--- config.mk ---
export PLATFORM = sky130hd
export DESIGN_NAME = cmem_port_arbiter
export DESIGN_NICKNAME = d
export VERILOG_FILES = /design/src/rtl/cmem_port_arbiter.sv
export SDC_FILE = /design/constraint.sdc
export NUM_CORES = 1
export LEC_CHECK = 0
export BUFFER_PORTS_ARGS = -buffer_cell sky130_fd_sc_hd__buf_2
export CAP_MARGIN = 20
export CORE_AREA = 2 2 53 55
export CTS_BUF_LIST = sky130_fd_sc_hd__clkbuf_4 sky130_fd_sc_hd__clkbuf_8
export CTS_CLUSTER_SIZE = 20
export DETAILED_ROUTE_END_ITERATION = 7
export DIE_AREA = 0 0 55 57
export PLACE_DENSITY = 0.72
export SLEW_MARGIN = 20
export SYNTH_ARGS = -nofsm -noshare
export SYNTH_HDL_FRONTEND = slang
export SYNTH_SLANG_ARGS = --single-unit
--- constraint.sdc ---
create_clock -name clk200 -period 1.3 [get_ports clk200]
set_input_delay 0.065 -clock clk200 [delete_from_list [all_inputs] [get_ports clk200]]
set_output_delay 0.065 -clock clk200 [all_outputs]
set_load 0.05 [all_outputs]
--- src/rtl/cmem_port_arbiter.sv ---
// ============================================================================
// cmem_port_arbiter - round-robin share of the cmem SPI nibble port (2 requesters)
// Optional grant lock with idle timeout: define CMEM_ARB_LOCK_EN.   Rev 1.0
// ============================================================================
`default_nettype none

module cmem_port_arbiter #(
    parameter logic RR_INIT  = 1'b0,
    parameter int   LOCK_MAX = 64,
    parameter int   LOCK_W   = 7
) (
    input  logic       clk200,
    input  logic       reset,
    input  logic       r0_req_valid,
    input  logic       r0_req_write,
    input  logic [3:0] r0_req_addr,
    input  logic [3:0] r0_req_wdata,
    input  logic       r0_req_lock,
    output logic       r0_req_ready,
    output logic       r0_resp_valid,
    output logic [3:0] r0_resp_rdata,
    input  logic       r1_req_valid,
    input  logic       r1_req_write,
    input  logic [3:0] r1_req_addr,
    input  logic [3:0] r1_req_wdata,
    input  logic       r1_req_lock,
    output logic       r1_req_ready,
    output logic       r1_resp_valid,
    output logic [3:0] r1_resp_rdata,
    output logic       cmem_read,
    output logic       cmem_write,
    output logic [3:0] cmem_address,
    output logic [3:0] cmem_wdata,
    input  logic [3:0] cmem_rdata,
    output logic       lock_timeout
);

    typedef enum logic [1:0] {
        S_IDLE    = 2'd0,
        S_ISSUE   = 2'd1,
        S_CAPTURE = 2'd2,
        S_RESP    = 2'd3
    } state_t;

    state_t     state_q, state_d;
    logic       prio_q, prio_d;
    logic       id_q, id_d;
    logic       wr_q, wr_d;
    logic [3:0] addr_q, addr_d;
    logic [3:0] wdata_q, wdata_d;
    logic [3:0] rdata_q, rdata_d;
    logic       rd_stb_q, rd_stb_d;
    logic       wr_stb_q, wr_stb_d;
    logic       resp0_q, resp0_d;
    logic       resp1_q, resp1_d;

    logic       w_held;
    logic       w_held_id;
    logic       w_elig0;
    logic       w_elig1;
    logic       w_win_valid;
    logic       w_win_id;
    logic       w_win_lock;
    logic       w_accept;

    // A held lock masks the other requester out of arbitration entirely.
    assign w_elig0      = r0_req_valid && (!w_held || !w_held_id);
    assign w_elig1      = r1_req_valid && (!w_held || w_held_id);
    assign w_win_valid  = w_elig0 || w_elig1;
    assign w_win_id     = (w_elig0 && w_elig1) ? prio_q : w_elig1;
    assign w_win_lock   = w_win_id ? r1_req_lock : r0_req_lock;
    assign w_accept     = (state_q == S_IDLE) && w_win_valid;

    assign r0_req_ready  = w_accept && !w_win_id;
    assign r1_req_ready  = w_accept && w_win_id;
    assign cmem_read     = rd_stb_q;
    assign cmem_write    = wr_stb_q;
    assign cmem_address  = addr_q;
    assign cmem_wdata    = wdata_q;
    assign r0_resp_valid = resp0_q;
    assign r1_resp_valid = resp1_q;
    assign r0_resp_rdata = rdata_q;
    assign r1_resp_rdata = rdata_q;

    always_comb begin
        state_d  = state_q;
        prio_d   = prio_q;
        id_d     = id_q;
        wr_d     = wr_q;
        addr_d   = addr_q;
        wdata_d  = wdata_q;
        rdata_d  = rdata_q;
        rd_stb_d = 1'b0;
        wr_stb_d = 1'b0;
        resp0_d  = 1'b0;
        resp1_d  = 1'b0;
        case (state_q)
            S_IDLE: begin
                if (w_win_valid) begin
                    id_d     = w_win_id;
                    wr_d     = w_win_id ? r1_req_write : r0_req_write;
                    addr_d   = w_win_id ? r1_req_addr  : r0_req_addr;
                    wdata_d  = w_win_id ? r1_req_wdata : r0_req_wdata;
                    rd_stb_d = !wr_d;
                    wr_stb_d = wr_d;
                    if (!w_held) begin
                        prio_d = ~w_win_id;
                    end
                    state_d  = S_ISSUE;
                end
            end
            S_ISSUE: begin
                state_d = S_CAPTURE;
            end
            S_CAPTURE: begin
                // cmem registers its read data on the strobe edge, so it is valid here.
                rdata_d = wr_q ? 4'h0 : cmem_rdata;
                resp0_d = !id_q;
                resp1_d = id_q;
                state_d = S_RESP;
            end
            default: begin
                state_d = S_IDLE;
            end
        endcase
    end

    always_ff @(posedge clk200 or posedge reset) begin
        if (reset) begin
            state_q  <= S_IDLE;
            prio_q   <= RR_INIT;
            id_q     <= 1'b0;
            wr_q     <= 1'b0;
            addr_q   <= 4'h0;
            wdata_q  <= 4'h0;
            rdata_q  <= 4'h0;
            rd_stb_q <= 1'b0;
            wr_stb_q <= 1'b0;
            resp0_q  <= 1'b0;
            resp1_q  <= 1'b0;
        end else begin
            state_q  <= state_d;
            prio_q   <= prio_d;
            id_q     <= id_d;
            wr_q     <= wr_d;
            addr_q   <= addr_d;
            wdata_q  <= wdata_d;
            rdata_q  <= rdata_d;
            rd_stb_q <= rd_stb_d;
            wr_stb_q <= wr_stb_d;
            resp0_q  <= resp0_d;
            resp1_q  <= resp1_d;
        end
    end

`ifdef CMEM_ARB_LOCK_EN
    logic              held_q, held_d;
    logic              held_id_q, held_id_d;
    logic              tmo_q, tmo_d;
    logic [LOCK_W-1:0] idle_cnt_q, idle_cnt_d;

    assign w_held       = held_q;
    assign w_held_id    = held_id_q;
    assign lock_timeout = tmo_q;

    always_comb begin
        held_d     = held_q;
        held_id_d  = held_id_q;
        idle_cnt_d = idle_cnt_q;
        tmo_d      = 1'b0;
        if (w_accept) begin
            idle_cnt_d = '0;
            held_d     = w_win_lock;
            held_id_d  = w_win_id;
        end else if ((state_q == S_IDLE) && held_q) begin
            // No accept while held means the holder is not requesting this cycle.
            if (idle_cnt_q == LOCK_W'(LOCK_MAX - 1)) begin
                held_d     = 1'b0;
                idle_cnt_d = '0;
                tmo_d      = 1'b1;
            end else begin
                idle_cnt_d = idle_cnt_q + LOCK_W'(1);
            end
        end
    end

    always_ff @(posedge clk200 or posedge reset) begin
        if (reset) begin
            held_q     <= 1'b0;
            held_id_q  <= 1'b0;
            tmo_q      <= 1'b0;
            idle_cnt_q <= '0;
        end else begin
            held_q     <= held_d;
            held_id_q  <= held_id_d;
            tmo_q      <= tmo_d;
            idle_cnt_q <= idle_cnt_d;
        end
    end
`else
    logic [LOCK_W:0] w_cfg_unused;

    assign w_held       = 1'b0;
    assign w_held_id    = 1'b0;
    assign lock_timeout = 1'b0;
    assign w_cfg_unused = {w_win_lock, LOCK_W'(LOCK_MAX)};
`endif

endmodule

`default_nettype wire

==> impl_metrics.xml, run 1 <==
<?xml version="1.0" encoding="UTF-8"?>
<metrics>
  <group name="final_layout">
    <metric name="areaGrowthSynthToFinish" unit="%">58.5</metric>
    <metric name="core_utilization_of_the_finished_layout" unit="">0.587</metric>
    <metric name="num-fill-cells" unit="">201</metric>
    <metric name="drive_gt1_frac" unit="">0.462</metric>
    <metric name="nNetsFinal" unit="">189</metric>
    <metric name="insertedDiodeCount" unit="">0</metric>
    <metric name="final_design_area_no_fill" unit="um^2">1540</metric>
  </group>
  <group name="hold_path">
    <metric name="hold_class" unit="">primary input to register</metric>
  </group>
  <group name="clocking">
    <metric name="clkSlewWorstSetupHoldPaths" unit="ns">0.11</metric>
    <metric name="cts_num_sinks" unit="">21</metric>
    <metric name="cts-root-buf" unit="">sky130_fd_sc_hd__clkbuf_4</metric>
    <metric name="clock_tree.buffer_depth" unit="">2</metric>
    <metric name="ctsHtreeMaxLevel" unit="">1</metric>
    <metric name="clock_buffers_created_by_tritoncts" unit="">3</metric>
    <metric name="cts_tree" unit="">done</metric>
    <metric name="latest_clock_arrival_within_the_worst_skew_pair" unit="ns">0.31</metric>
  </group>
  <group name="placement">
    <metric name="post_dp_cell_area" unit="um^2">1250</metric>
    <metric name="routabilityCongestion" unit="">0.657</metric>
    <metric name="dp.final_hpwl" unit="um">1610</metric>
    <metric name="number_of_buffer_cells_added_on_primary_ports" unit="">47</metric>
  </group>
  <group name="critical_path">
    <metric name="crit_path_start_kind" unit="">register</metric>
    <metric name="critPathArrivalTime" unit="ns">1.33</metric>
    <metric name="timing_worst_setup_path_type" unit="">register to output port</metric>
    <metric name="cp.required" unit="ns">1.24</metric>
    <metric name="cp-end-kind" unit="">output port</metric>
    <metric name="crit_path_max_fanout" unit="">4</metric>
  </group>
  <group name="yosys">
    <metric name="syn_area" unit="um^2">968</metric>
    <metric name="post_synth_xor_area_fraction" unit="">0</metric>
    <metric name="post_synthesis_compound_gate_area_fraction" unit="">0.185</metric>
    <metric name="synth_sequential_area_ratio" unit="">0.543</metric>
    <metric name="synthSimpleGateAreaFrac" unit="">0.137</metric>
    <metric name="post_synth.cell_area_avg" unit="um^2">11.3</metric>
    <metric name="post_synth_inst_count" unit="">86</metric>
    <metric name="synthDominantAreaCellType" unit="">sky130_fd_sc_hd__dfrtp_1</metric>
    <metric name="synth-warning-count" unit="">0</metric>
    <metric name="mux_cell_area_share_after_synthesis" unit="">0.0116</metric>
    <metric name="yosys_register_bits" unit="">21</metric>
    <metric name="yosys.area_share.adder" unit="">0.0258</metric>
    <metric name="netlist-cell-type-count" unit="">26</metric>
    <metric name="netlist.area_leader.share" unit="">0.543</metric>
    <metric name="synth.net_count" unit="">116</metric>
    <metric name="yosys-top-cells-area" unit="">sky130_fd_sc_hd__dfrtp_1, sky130_fd_sc_hd__a221o_1, sky130_fd_sc_hd__and2_1</metric>
    <metric name="largest_family_of_logic_cells_by_synthesized_area" unit="">compound AO/OA/AOI/OAI gates</metric>
  </group>
  <group name="detailed_routing">
    <metric name="route.detailed.drc" unit="">0</metric>
    <metric name="ant_nets" unit="">0</metric>
    <metric name="post_detailed_route_via_to_cell_ratio" unit="">4.97</metric>
    <metric name="detail_route.first_pass.iterations" unit="">5</metric>
    <metric name="drt_first_iter_violations" unit="">48</metric>
    <metric name="num_vias" unit="">939</metric>
    <metric name="routed_wire_length_per_instance" unit="um">14.1</metric>
    <metric name="finalWirelength" unit="um">2670</metric>
  </group>
  <group name="power_and_ir_drop">
    <metric name="ir_worst_vdd" unit="V">0.00150</metric>
    <metric name="pwr_density_cell" unit="nW/um^2">2440</metric>
    <metric name="power.leakage" unit="nW">0.811</metric>
  </group>
  <group name="timing">
    <metric name="timing.final.max_slew_violations" unit="">0</metric>
    <metric name="grt_setup_unrepaired" unit="">true</metric>
    <metric name="fin_skew" unit="ns">0.00116</metric>
    <metric name="hold_viol" unit="">0</metric>
    <metric name="fmax" unit="MHz">716</metric>
    <metric name="part_of_the_cycle_the_worst_path_needs" unit="">1.08</metric>
    <metric name="final-setup-viol-count" unit="">10</metric>
    <metric name="worst_slack" unit="ns">-0.0975</metric>
    <metric name="period_minus_slack" unit="ns">1.40</metric>
  </group>
  <group name="floorplanning">
    <metric name="initial_core_util" unit="">0.370</metric>
    <metric name="io_pins" unit="">51</metric>
    <metric name="dieArea" unit="um^2">3140</metric>
    <metric name="fp.dieW" unit="um">55</metric>
    <metric name="placementRows" unit="">19</metric>
    <metric name="fp.dieH" unit="um">57</metric>
    <metric name="core_area" unit="um^2">2620</metric>
  </group>
  <group name="run_status">
    <metric name="run_status" unit="">finished with violations</metric>
    <metric name="failed_checks" unit="">negative setup slack</metric>
  </group>
  <group name="grt">
    <metric name="grt_antenna_before_repair" unit="">0</metric>
    <metric name="grt_first_pass_wirelength" unit="um">4280</metric>
    <metric name="grt.total_usage" unit="">0.188</metric>
    <metric name="pin_count_of_the_biggest_net_entering_global_routing" unit="">22</metric>
    <metric name="first_global_vias" unit="">952</metric>
    <metric name="grt_overflow_total" unit="">0</metric>
  </group>
  <group name="job">
    <metric name="maxCapViolations" unit="">0</metric>
  </group>
</metrics>
[worst paths after layout]
| kind | slack (ns) | depth (start not counted) | endpoint | from |
|---|---|---|---|---|
| max in group asynchronous | 0.78 | 4 | state_q[1]$_DFFE_PP0P_ | reset |
| min | 0.009 | 2 | cmem_wdata[0]$_DFFE_PP0P_ | r0_req_wdata[0] |
| min reg2reg | 0.46 | 1 | r0_resp_valid$_DFF_PP0_ | id_q$_DFFE_PP0P_ |
| max reg2reg | -0.07 | 5 | cmem_wdata[0]$_DFFE_PP0P_ | state_q[1]$_DFFE_PP0P_ |
| min in group asynchronous | 0.31 | 4 | id_q$_DFFE_PP0P_ | reset |
| max | -0.1 | 4 | r1_req_ready | state_q[0]$_DFFE_PP0P_ |
[area by class of cell]
cell class / count / area [um^2] / area share
Clock buffer: 4 / 30.0 / 0.0196
Inverter: 8 / 30.0 / 0.0196
Multi-Input combinational cell: 49 / 393 / 0.256
Sequential cell: 21 / 526 / 0.342
Tap cell: 31 / 38.8 / 0.0253
Timing Repair Buffer: 76 / 518 / 0.337
[cells in the mapped netlist]
master and instances:
sky130_fd_sc_hd__conb_1 1, sky130_fd_sc_hd__nor2b_1 2, sky130_fd_sc_hd__a21oi_1 1, sky130_fd_sc_hd__and3_4 1
sky130_fd_sc_hd__buf_4 6, sky130_fd_sc_hd__a21o_1 2, sky130_fd_sc_hd__buf_2 1, sky130_fd_sc_hd__and2_1 9
sky130_fd_sc_hd__a221o_1 8, sky130_fd_sc_hd__buf_6 1, sky130_fd_sc_hd__nand2_1 6, sky130_fd_sc_hd__nand2b_4 1
sky130_fd_sc_hd__dfrtp_1 21, sky130_fd_sc_hd__inv_1 8, sky130_fd_sc_hd__a31o_2 1, sky130_fd_sc_hd__o21ai_0 4
sky130_fd_sc_hd__mux2_2 1, sky130_fd_sc_hd__a21boi_0 1, sky130_fd_sc_hd__a21bo_2 1, sky130_fd_sc_hd__nand3_1 1
sky130_fd_sc_hd__ha_1 2, sky130_fd_sc_hd__a31oi_1 1, sky130_fd_sc_hd__a21oi_2 1, sky130_fd_sc_hd__a2bb2oi_1 1
sky130_fd_sc_hd__nor2_1 3, sky130_fd_sc_hd__o21ai_2 1
[sequential cells by signal (all words and copies together), names as in the netlist, 2 cells and up]
name           count
state_q            2
cmem_wdata         4
r0_resp_rdata      4
cmem_address       4
[per-layer routing]
layer,track usage,wire length [um]
met1,0.238,1090
met4,0.101,63
met3,0.0262,126
met2,0.301,1380
met5,0,0
[placed cells by master, fill, tap and decap left out]
cell type                        n
sky130_fd_sc_hd__a31o_2          1
sky130_fd_sc_hd__buf_8           1
sky130_fd_sc_hd__inv_1           6
sky130_fd_sc_hd__a21oi_4         1
sky130_fd_sc_hd__ha_4            1
sky130_fd_sc_hd__inv_2           2
sky130_fd_sc_hd__ha_1            1
sky130_fd_sc_hd__a21bo_2         1
sky130_fd_sc_hd__nand2_1         5
sky130_fd_sc_hd__mux2_4          1
sky130_fd_sc_hd__and2_1          9
sky130_fd_sc_hd__buf_4           8
sky130_fd_sc_hd__a31oi_1         1
sky130_fd_sc_hd__a2bb2oi_1       1
sky130_fd_sc_hd__o21ai_0         4
sky130_fd_sc_hd__nor2b_1         1
sky130_fd_sc_hd__nand2b_4        1
sky130_fd_sc_hd__nand2_4         1
sky130_fd_sc_hd__nand3_1         1
sky130_fd_sc_hd__conb_1          1
sky130_fd_sc_hd__and3_4          1
sky130_fd_sc_hd__a221o_1         8
sky130_fd_sc_hd__o21ai_4         1
sky130_fd_sc_hd__a21boi_0        1
sky130_fd_sc_hd__a21oi_1         1
sky130_fd_sc_hd__dfrtp_1        21
sky130_fd_sc_hd__clkbuf_4        4
sky130_fd_sc_hd__nor2b_2         1
sky130_fd_sc_hd__buf_2          46
sky130_fd_sc_hd__buf_6           2
sky130_fd_sc_hd__a21o_1          2
sky130_fd_sc_hd__dlygate4sd3_1  19
sky130_fd_sc_hd__nor2_1          3
[where the power goes]
group	leakage [nW]	total [mW]	switching (mW)	internal (mW)
clock network	0.0184	0.340	0.199	0.141
registers	0.266	1.07	0.137	0.929
logic	0.527	2.34	1.49	0.841
total	0.811	3.74	1.83	1.91
[critical path, cell delays in order, from the launching register on]
cell and delay, ns:
sky130_fd_sc_hd__dfrtp_1 0.39, sky130_fd_sc_hd__inv_2 0.08, sky130_fd_sc_hd__ha_4 0.18, sky130_fd_sc_hd__and3_4 0.22, sky130_fd_sc_hd__buf_8 0.15
[per-stage QoR]
stage	worst slack (ns)	hold slack [ns]	TNS, ns	power (mW)	std cells
after floorplan	-0.0815	0.0415	-0.652	2.72	86
after global placement	0.00575	0.106	0	3.13	162
after detailed placement	-0.0380	0.110	-0.199	3.19	162
after CTS	-0.0821	0.00105	-0.527	3.67	188
after global routing	-0.152	0.0145	-1.12	3.96	189
final	-0.0975	0.00881	-0.591	3.74	189
[kinds of logic after synthesis]
| kind of cell | Yosys count |
|---|---|
| muxes | 1 |
| buffers and inverters | 16 |
| AOI/OAI and AO/OA | 22 |
| other | 1 |
| and+or+nand+nor | 23 |
| adders and majority gates | 2 |
| DFF | 21 |
[repair_timing]
| action | 4_1_cts | 5_1_grt |
|---|---|---|
| buffers inserted | 3 | 0 |
| hold buffers | 19 | 0 |
| endpoints found under the setup margin | 10 | 15 |
| hold endpoints to repair | 33 | 0 |
| gates resized for setup | 7 | 3 |
| cloned | 0 | 1 |
| pin swaps | 1 | 2 |
Note: power is estimated with default switching activity, not from simulation.
==> inputs of run 2 (changes only) <==
--- a/config.mk
+++ b/config.mk
@@ -12,7 +12,7 @@
 export CTS_CLUSTER_SIZE = 20
 export DETAILED_ROUTE_END_ITERATION = 7
 export DIE_AREA = 0 0 55 57
-export PLACE_DENSITY = 0.72
+export PLACE_DENSITY = 0.69
 export SLEW_MARGIN = 20
 export SYNTH_ARGS = -nofsm -noshare
 export SYNTH_HDL_FRONTEND = slang
==> constraint.sdc (replaced) <==
create_clock -name clk200 -period 1.4 [get_ports clk200]
set_input_delay 0.07 -clock clk200 [delete_from_list [all_inputs] [get_ports clk200]]
set_output_delay 0.07 -clock clk200 [all_outputs]
set_load 0.05 [all_outputs]
==> run 2 against run 1 <==
The run now ends clean. Clock-buffer cell count is the same. First-iteration DRC count fell by 42%. Hold slack got worse by 0.0083 ns. Register-to-register slack improved by 0.11 ns. Flip-flop and latch count stayed put. Global-route usage shrank 1.4 points. Design area is 1.7% lower. Wire length about the same. Critical endpoint unchanged. Largest power group unchanged.
==> impl_metrics.xml, run 2 (synthesis gave the netlist of run 1 again) <==
<?xml version="1.0" encoding="UTF-8"?>
<metrics>
  <group name="timing">
    <metric name="fin_skew" unit="ns">0.00179</metric>
    <metric name="grt_setup_unrepaired" unit="">true</metric>
    <metric name="timing.final.max_slew_violations" unit="">0</metric>
    <metric name="fin_worst_hold_slack" unit="ns">0.000468</metric>
    <metric name="part_of_the_cycle_the_worst_path_needs" unit="">0.999</metric>
    <metric name="final-setup-viol-count" unit="">0</metric>
    <metric name="fmax" unit="MHz">715</metric>
    <metric name="hold_viol" unit="">0</metric>
    <metric name="period_minus_slack" unit="ns">1.40</metric>
  </group>
  <group name="detailed_routing">
    <metric name="finalWirelength" unit="um">2660</metric>
    <metric name="route.detailed.drc" unit="">0</metric>
    <metric name="post_detailed_route_via_to_cell_ratio" unit="">4.89</metric>
    <metric name="detail_route.first_pass.iterations" unit="">4</metric>
    <metric name="routed_wire_length_per_instance" unit="um">14.3</metric>
    <metric name="ant_nets" unit="">0</metric>
    <metric name="num_vias" unit="">910</metric>
    <metric name="drt_first_iter_violations" unit="">28</metric>
  </group>
  <group name="critical_path">
    <metric name="cp_slowest_stage_delay" unit="ns">0.41</metric>
    <metric name="cp.required" unit="ns">1.33</metric>
    <metric name="crit_path_max_fanout" unit="">4</metric>
    <metric name="critical_path.slowest_cell" unit="">sky130_fd_sc_hd__dfrtp_1</metric>
    <metric name="cp_cell_sequence" unit="">inv_2, ha_4, and3_4, buf_8</metric>
    <metric name="cp-end-kind" unit="">output port</metric>
    <metric name="crit_path_start_kind" unit="">register</metric>
    <metric name="critPathArrivalTime" unit="ns">1.33</metric>
    <metric name="timing_worst_setup_path_type" unit="">register to output port</metric>
    <metric name="r2r_slack" unit="ns">0.04</metric>
  </group>
  <group name="run_status">
    <metric name="run_status" unit="">completed</metric>
  </group>
  <group name="final_layout">
    <metric name="post_layout_nonfiller_instances" unit="">186</metric>
    <metric name="most-common-layout-cells" unit="">sky130_fd_sc_hd__buf_2, sky130_fd_sc_hd__dfrtp_1, sky130_fd_sc_hd__dlygate4sd3_1</metric>
    <metric name="areaGrowthSynthToFinish" unit="%">55.8</metric>
    <metric name="nNetsFinal" unit="">186</metric>
    <metric name="final_design_area_no_fill" unit="um^2">1510</metric>
    <metric name="drive_gt1_frac" unit="">0.445</metric>
    <metric name="insertedDiodeCount" unit="">0</metric>
    <metric name="most_common_cell_after_layout_fill_and_taps_aside" unit="">sky130_fd_sc_hd__buf_2</metric>
    <metric name="core_utilization_of_the_finished_layout" unit="">0.577</metric>
  </group>
  <group name="grt">
    <metric name="grt_overflow_total" unit="">0</metric>
    <metric name="grt_first_pass_wirelength" unit="um">3850</metric>
    <metric name="first_global_vias" unit="">836</metric>
    <metric name="grt_antenna_before_repair" unit="">0</metric>
    <metric name="pin_count_of_the_biggest_net_entering_global_routing" unit="">14</metric>
    <metric name="grt.total_usage" unit="">0.174</metric>
  </group>
  <group name="clocking">
    <metric name="clock_tree.buffer_depth" unit="">2</metric>
    <metric name="cts-root-buf" unit="">sky130_fd_sc_hd__clkbuf_4</metric>
    <metric name="latest_clock_arrival_within_the_worst_skew_pair" unit="ns">0.30</metric>
    <metric name="clkSlewWorstSetupHoldPaths" unit="ns">0.11</metric>
    <metric name="clock_buffers_created_by_tritoncts" unit="">3</metric>
    <metric name="cts_tree" unit="">done</metric>
    <metric name="cts_num_sinks" unit="">21</metric>
    <metric name="ctsHtreeMaxLevel" unit="">1</metric>
  </group>
  <group name="power_and_ir_drop">
    <metric name="ir_worst_vdd" unit="V">0.00141</metric>
    <metric name="totalPowerFinal" unit="mW">3.39</metric>
    <metric name="pwr_density_cell" unit="nW/um^2">2250</metric>
    <metric name="power.leakage" unit="nW">0.790</metric>
  </group>
  <group name="floorplanning">
    <metric name="placementRows" unit="">19</metric>
    <metric name="dieArea" unit="um^2">3140</metric>
    <metric name="fp.dieH" unit="um">57</metric>
    <metric name="core_area" unit="um^2">2620</metric>
    <metric name="io_pins" unit="">51</metric>
    <metric name="fp.dieW" unit="um">55</metric>
    <metric name="initial_core_util" unit="">0.370</metric>
  </group>
  <group name="hold_path">
    <metric name="hold_class" unit="">primary input to register</metric>
  </group>
  <group name="placement">
    <metric name="placed_cells_incl_taps" unit="">158</metric>
    <metric name="post_dp_cell_area" unit="um^2">1220</metric>
    <metric name="routabilityCongestion" unit="">0.712</metric>
    <metric name="dp.final_hpwl" unit="um">1590</metric>
    <metric name="number_of_buffer_cells_added_on_primary_ports" unit="">47</metric>
  </group>
  <group name="job">
    <metric name="maxCapViolations" unit="">0</metric>
  </group>
</metrics>
==> run 2: cell types whose count changed in the layout (fill, tap and decap cells not counted), sizes merged <==
cell  before  now
buf       57   54
==> run 2: routing by layer <==
layer	up-vias	share of wire	track usage	wire [um]
met3	15	0.041	0.0366	108
li1	425	-	-	-
met2	38	0.51	0.265	1360
met1	432	0.40	0.219	1060
met4	0	0.051	0.108	135
met5	-	0	0	0
==> run 2: layout make-up <==
cell class,count,area [um^2]
well taps,31,38.8
flip-flops and latches,21,526
repair buffers,73,498
fillers,230,1110
inverters,8,30.0
multi-input cells,49,387
clock buffers,4,30.0
==> run 2: timing repair <==
item / CTS / global route
hold buffers: 12 / 7
buffers inserted: 5 / 0
hold endpoints to repair: 19 / 5
setup endpoints to repair: 3 / 10
resized for setup: 4 / 4
pin swaps: 2 / 2
==> run 2: path summary, 6_finish.rpt <==
check                                        from                     endpoint  cells past startpoint
hold / removal                    r0_req_wdata[0]    cmem_wdata[0]$_DFFE_PP0P_                      2
setup reg to reg           state_q[1]$_DFFE_PP0P_  cmem_address[2]$_DFFE_PP0P_                      5
setup / recovery           state_q[1]$_DFFE_PP0P_                 r1_req_ready                      4
min in group asynchronous                   reset    cmem_wdata[1]$_DFFE_PP0P_                      3
hold reg to reg                  id_q$_DFFE_PP0P_      r0_resp_valid$_DFF_PP0_                      1
max in group asynchronous                   reset       state_q[0]$_DFFE_PP0P_                      4
==> run 2: worst max-delay path, delay by kind of cell, from the launching register on <==
family        cells  cell delay (ns)
flops             1             0.41
buf+inv           2             0.22
simple gates      1             0.22
fa+ha+maj         1             0.18
==> run 2: power breakdown <==
part           leakage, nW  internal, mW  switching (mW)
registers            0.266         0.862           0.131
clock network       0.0184         0.131           0.183
logic                0.506         0.722            1.36
total                0.790          1.71            1.67
==> run 2: stage by stage <==
stage	setup slack (ns)	setup TNS (ns)
floorplan	0.0117	0
global placement	0.0478	0
detailed placement	0.0205	0
CTS	0.0113	0
global route	-0.0644	-0.140
finish	0.00202	0
==> inputs of run 3 (changes only) <==
--- a/config.mk
+++ b/config.mk
@@ -5,14 +5,15 @@
 export SDC_FILE = /design/constraint.sdc
 export NUM_CORES = 1
 export LEC_CHECK = 0
+export ABC_AREA = 1
 export BUFFER_PORTS_ARGS = -buffer_cell sky130_fd_sc_hd__buf_2
 export CAP_MARGIN = 20
-export CORE_AREA = 2 2 53 55
+export CORE_AREA = 2 2 54 56
 export CTS_BUF_LIST = sky130_fd_sc_hd__clkbuf_4 sky130_fd_sc_hd__clkbuf_8
 export CTS_CLUSTER_SIZE = 20
 export DETAILED_ROUTE_END_ITERATION = 7
-export DIE_AREA = 0 0 55 57
-export PLACE_DENSITY = 0.69
+export DIE_AREA = 0 0 56 58
+export PLACE_DENSITY = 0.68
 export SLEW_MARGIN = 20
 export SYNTH_ARGS = -nofsm -noshare
 export SYNTH_HDL_FRONTEND = slang
==> run 3 against run 2 <==
The run now ends with negative hold slack left. Die area rose by 3.6%. Global-route usage fell by 1.9 points. Core utilization decreased by 4.8 points. Design area down 6.7%. Worst setup slack got worse by 0.0015 ns. Hold slack got worse by 0.0048 ns. Fmax shrank 0.11%. Register-to-register slack better by 0.04 ns. Sequential power hardly changed. Wire length down 9.4%. Area after synthesis up 2.5%. Highest routed layer unchanged.
==> impl_metrics.xml, run 3 <==
<?xml version="1.0" encoding="UTF-8"?>
<metrics>
  <group name="detailed_routing">
    <metric name="post_detailed_route_via_to_cell_ratio" unit="">4.75</metric>
    <metric name="num_vias" unit="">960</metric>
    <metric name="detail_route.first_pass.iterations" unit="">4</metric>
    <metric name="ant_nets" unit="">0</metric>
    <metric name="drt_first_iter_violations" unit="">19</metric>
    <metric name="finalWirelength" unit="um">2410</metric>
    <metric name="routed_wire_length_per_instance" unit="um">11.9</metric>
    <metric name="route.detailed.drc" unit="">0</metric>
  </group>
  <group name="yosys">
    <metric name="synth_edf_count" unit="">0</metric>
    <metric name="synthTopCellsByCount" unit="">sky130_fd_sc_hd__dfrtp_1, sky130_fd_sc_hd__nand2_1, sky130_fd_sc_hd__nand3_1</metric>
    <metric name="netlist.area_leader.share" unit="">0.530</metric>
    <metric name="yosysMostFrequentCell" unit="">sky130_fd_sc_hd__dfrtp_1</metric>
    <metric name="yosys_most_used_dff" unit="">sky130_fd_sc_hd__dfrtp_1</metric>
    <metric name="netlist-cell-type-count" unit="">15</metric>
    <metric name="syn_area" unit="um^2">992</metric>
    <metric name="yosys-top-cells-area" unit="">sky130_fd_sc_hd__dfrtp_1, sky130_fd_sc_hd__nand3_1, sky130_fd_sc_hd__buf_4</metric>
    <metric name="post_synth_inst_count" unit="">113</metric>
    <metric name="synthDominantAreaCellType" unit="">sky130_fd_sc_hd__dfrtp_1</metric>
    <metric name="synth_sequential_area_ratio" unit="">0.530</metric>
    <metric name="synthArstFlopShare" unit="">1.00</metric>
    <metric name="post_synth.cell_area_avg" unit="um^2">8.78</metric>
    <metric name="yosys_register_bits" unit="">21</metric>
    <metric name="synth.net_count" unit="">143</metric>
    <metric name="synth-warning-count" unit="">0</metric>
  </group>
  <group name="clocking">
    <metric name="cts-root-buf" unit="">sky130_fd_sc_hd__clkbuf_4</metric>
    <metric name="clkSlewWorstSetupHoldPaths" unit="ns">0.12</metric>
    <metric name="clock_tree.buffer_depth" unit="">2</metric>
    <metric name="ctsHtreeMaxLevel" unit="">1</metric>
    <metric name="cts_num_sinks" unit="">21</metric>
    <metric name="latest_clock_arrival_within_the_worst_skew_pair" unit="ns">0.31</metric>
    <metric name="clock_buffers_created_by_tritoncts" unit="">3</metric>
    <metric name="cts_tree" unit="">done</metric>
  </group>
  <group name="critical_path">
    <metric name="cp_cell_sequence" unit="">inv_2, ha_4, inv_4, nor2_4, nand2_2, inv_2, buf_8</metric>
    <metric name="timing.critical_path.buf_inv" unit="">4</metric>
    <metric name="r2r_slack" unit="ns">0.08</metric>
    <metric name="critical_path.slowest_cell" unit="">sky130_fd_sc_hd__dfrtp_1</metric>
    <metric name="r2r_end" unit="">r0_resp_rdata[0]$_DFFE_PP0N_</metric>
    <metric name="worstRegToRegCells" unit="">6</metric>
    <metric name="r2r-start" unit="">state_q[0]$_DFFE_PP0P_</metric>
    <metric name="crit_path_start_kind" unit="">register</metric>
    <metric name="cp_num_cells" unit="">7</metric>
    <metric name="crit_path_max_fanout" unit="">4</metric>
    <metric name="worst_path_dominant_cell_family" unit="">flip-flops</metric>
    <metric name="critPathArrivalTime" unit="ns">1.33</metric>
    <metric name="cp_slowest_stage_delay" unit="ns">0.41</metric>
    <metric name="cp.required" unit="ns">1.33</metric>
    <metric name="cp-end-kind" unit="">output port</metric>
    <metric name="timing_worst_setup_path_type" unit="">register to output port</metric>
    <metric name="crit_path_frequent_cell" unit="">sky130_fd_sc_hd__inv_2</metric>
  </group>
  <group name="final_layout">
    <metric name="most-common-layout-cells" unit="">sky130_fd_sc_hd__buf_2, sky130_fd_sc_hd__dfrtp_1, sky130_fd_sc_hd__nand2_1</metric>
    <metric name="layout.area.seq" unit="um^2">526</metric>
    <metric name="most_common_cell_after_layout_fill_and_taps_aside" unit="">sky130_fd_sc_hd__buf_2</metric>
    <metric name="final_design_area_no_fill" unit="um^2">1410</metric>
    <metric name="multi_input_comb_area" unit="um^2">363</metric>
    <metric name="num-fill-cells" unit="">281</metric>
    <metric name="insertedDiodeCount" unit="">0</metric>
    <metric name="nNetsFinal" unit="">202</metric>
    <metric name="areaGrowthSynthToFinish" unit="%">41.9</metric>
    <metric name="post_layout_nonfiller_instances" unit="">202</metric>
    <metric name="drive_gt1_frac" unit="">0.444</metric>
  </group>
  <group name="floorplanning">
    <metric name="core_area" unit="um^2">2660</metric>
    <metric name="fp.dieH" unit="um">58</metric>
    <metric name="dieArea" unit="um^2">3250</metric>
    <metric name="placementRows" unit="">19</metric>
    <metric name="fp.dieW" unit="um">56</metric>
    <metric name="initial_core_util" unit="">0.373</metric>
    <metric name="io_pins" unit="">51</metric>
  </group>
  <group name="grt">
    <metric name="grt_antenna_before_repair" unit="">0</metric>
    <metric name="grt.total_usage" unit="">0.155</metric>
    <metric name="grt_overflow_total" unit="">0</metric>
    <metric name="first_global_vias" unit="">932</metric>
    <metric name="grt_first_pass_wirelength" unit="um">3880</metric>
    <metric name="pin_count_of_the_biggest_net_entering_global_routing" unit="">22</metric>
  </group>
  <group name="run_status">
    <metric name="failed_checks" unit="">negative hold slack</metric>
    <metric name="run_status" unit="">finished with violations</metric>
  </group>
  <group name="power_and_ir_drop">
    <metric name="p_sw" unit="mW">1.90</metric>
    <metric name="share_clk_of_total_power" unit="">0.087</metric>
    <metric name="seq_power_share" unit="">0.285</metric>
    <metric name="pwr_density_cell" unit="nW/um^2">2550</metric>
    <metric name="power.leakage" unit="nW">0.791</metric>
    <metric name="comb_power_share" unit="">0.628</metric>
    <metric name="ir_worst_vdd" unit="V">0.00151</metric>
    <metric name="sw_frac_of_total" unit="">0.528</metric>
    <metric name="p_int" unit="mW">1.69</metric>
  </group>
  <group name="hold_path">
    <metric name="hold_class" unit="">primary input to register</metric>
    <metric name="timing.hold.worst_path_depth" unit="">3</metric>
    <metric name="worstHoldEndpoint" unit="">r0_resp_rdata[2]$_DFFE_PP0N_</metric>
    <metric name="min-delay-start" unit="">cmem_rdata[2]</metric>
  </group>
  <group name="timing">
    <metric name="fin_setup_tns" unit="ns">0</metric>
    <metric name="part_of_the_cycle_the_worst_path_needs" unit="">1.00</metric>
    <metric name="hold_viol" unit="">1</metric>
    <metric name="worst_slack" unit="ns">0.000538</metric>
    <metric name="fin_worst_hold_slack" unit="ns">-0.00434</metric>
    <metric name="fin_skew" unit="ns">0.00674</metric>
    <metric name="grt_setup_unrepaired" unit="">true</metric>
    <metric name="final-setup-viol-count" unit="">0</metric>
    <metric name="fmax" unit="MHz">715</metric>
    <metric name="period_minus_slack" unit="ns">1.40</metric>
    <metric name="timing.final.max_slew_violations" unit="">0</metric>
  </group>
  <group name="placement">
    <metric name="routabilityCongestion" unit="">0.746</metric>
    <metric name="post_dp_cell_area" unit="um^2">1250</metric>
    <metric name="placed_cells_incl_taps" unit="">189</metric>
    <metric name="number_of_buffer_cells_added_on_primary_ports" unit="">47</metric>
    <metric name="dp.final_hpwl" unit="um">1780</metric>
    <metric name="dpl_worst_slack" unit="ns">0.0921</metric>
  </group>
  <group name="job">
    <metric name="maxCapViolations" unit="">0</metric>
  </group>
</metrics>
==> run 3: cell types whose count changed after synthesis, sizes merged, moves of 2 or more <==
cell,change
a21o,-2
a221o,-8
and2,-9
buf,+2
inv,+7
nand2,+16
nand3,+17
nand4,+8
nor2,+2
nor2b,-2
o21ai,+3
==> run 3: cell type report <==
class | count | area share
repair buffers | 64 | 0.278
inverters | 15 | 0.0418
multi-input cells | 67 | 0.258
clock buffers | 4 | 0.0213
well taps | 31 | 0.0276
flip-flops and latches | 21 | 0.373
==> run 3: repair_timing <==
item                                    in CTS  in global routing
setup buffers                                4                  0
resized for setup                           11                  9
hold buffers                                 3                  2
pin swaps                                    2                  1
endpoints found under the setup margin       2                  6
hold endpoints to repair                    23                  2
==> run 3: routing by layer <==
layer / global-route usage / wire length (um)
met2: 0.267 / 1130
met3: 0.0313 / 208
met1: 0.179 / 1020
met4: 0.0918 / 54
met5: 0 / 0
==> run 3: cells by family (layout without fill, tap and decap cells) <==
| logic type | after synthesis | after routing | synth area share |
|---|---|---|---|
| adders and majority gates | 2 | 2 | 0.0252 |
| buffers and inverters | 25 | 83 | 0.132 |
| AOI/OAI and AO/OA | 10 | 10 | 0.0542 |
| and+or+nand+nor | 54 | 54 | 0.255 |
| DFF | 21 | 21 | 0.530 |
| other | 1 | 1 | 0.00378 |
==> run 3: through the flow <==
step | power (mW) | util
finish | 3.59 | 0.529
global route | 3.82 | 0.529
CTS | 3.58 | 0.516
detailed placement | 3.09 | 0.471
global placement | 3.04 | 0.471
floorplan | 2.63 | -
==> run 3: power by group through the flow <==
stage / Clock (mW) / Combinational [mW] / Sequential [mW]
5_1_grt: 0.343 / 2.42 / 1.06
3_3_place_gp: 0 / 2.03 / 1.02
6_report: 0.313 / 2.26 / 1.02
2_1_floorplan: 0 / 0.917 / 1.71
4_1_cts: 0.321 / 2.24 / 1.02
3_5_place_dp: 0 / 2.06 / 1.02
==> run 3: worst max-delay path by stage <==
stage,from,end,slack [ns]
global route,state_q[0]$_DFFE_PP0P_,r0_req_ready,-0.08
floorplan,state_q[0]$_DFFE_PP0P_,cmem_address[1]$_DFFE_PP0P_,0.16
global placement,state_q[0]$_DFFE_PP0P_,r0_req_ready,0.11
CTS,state_q[1]$_DFFE_PP0P_,r0_req_ready,-0.01
detailed placement,state_q[0]$_DFFE_PP0P_,r0_req_ready,0.09
finish,state_q[0]$_DFFE_PP0P_,r0_req_ready,0.0005
==> run 3: tightest hold or removal path: cells and delay by family <==
family,cells,cell delay (ns)
buffers and inverters,2,0.14
AOI/OAI and AO/OA,1,0.06
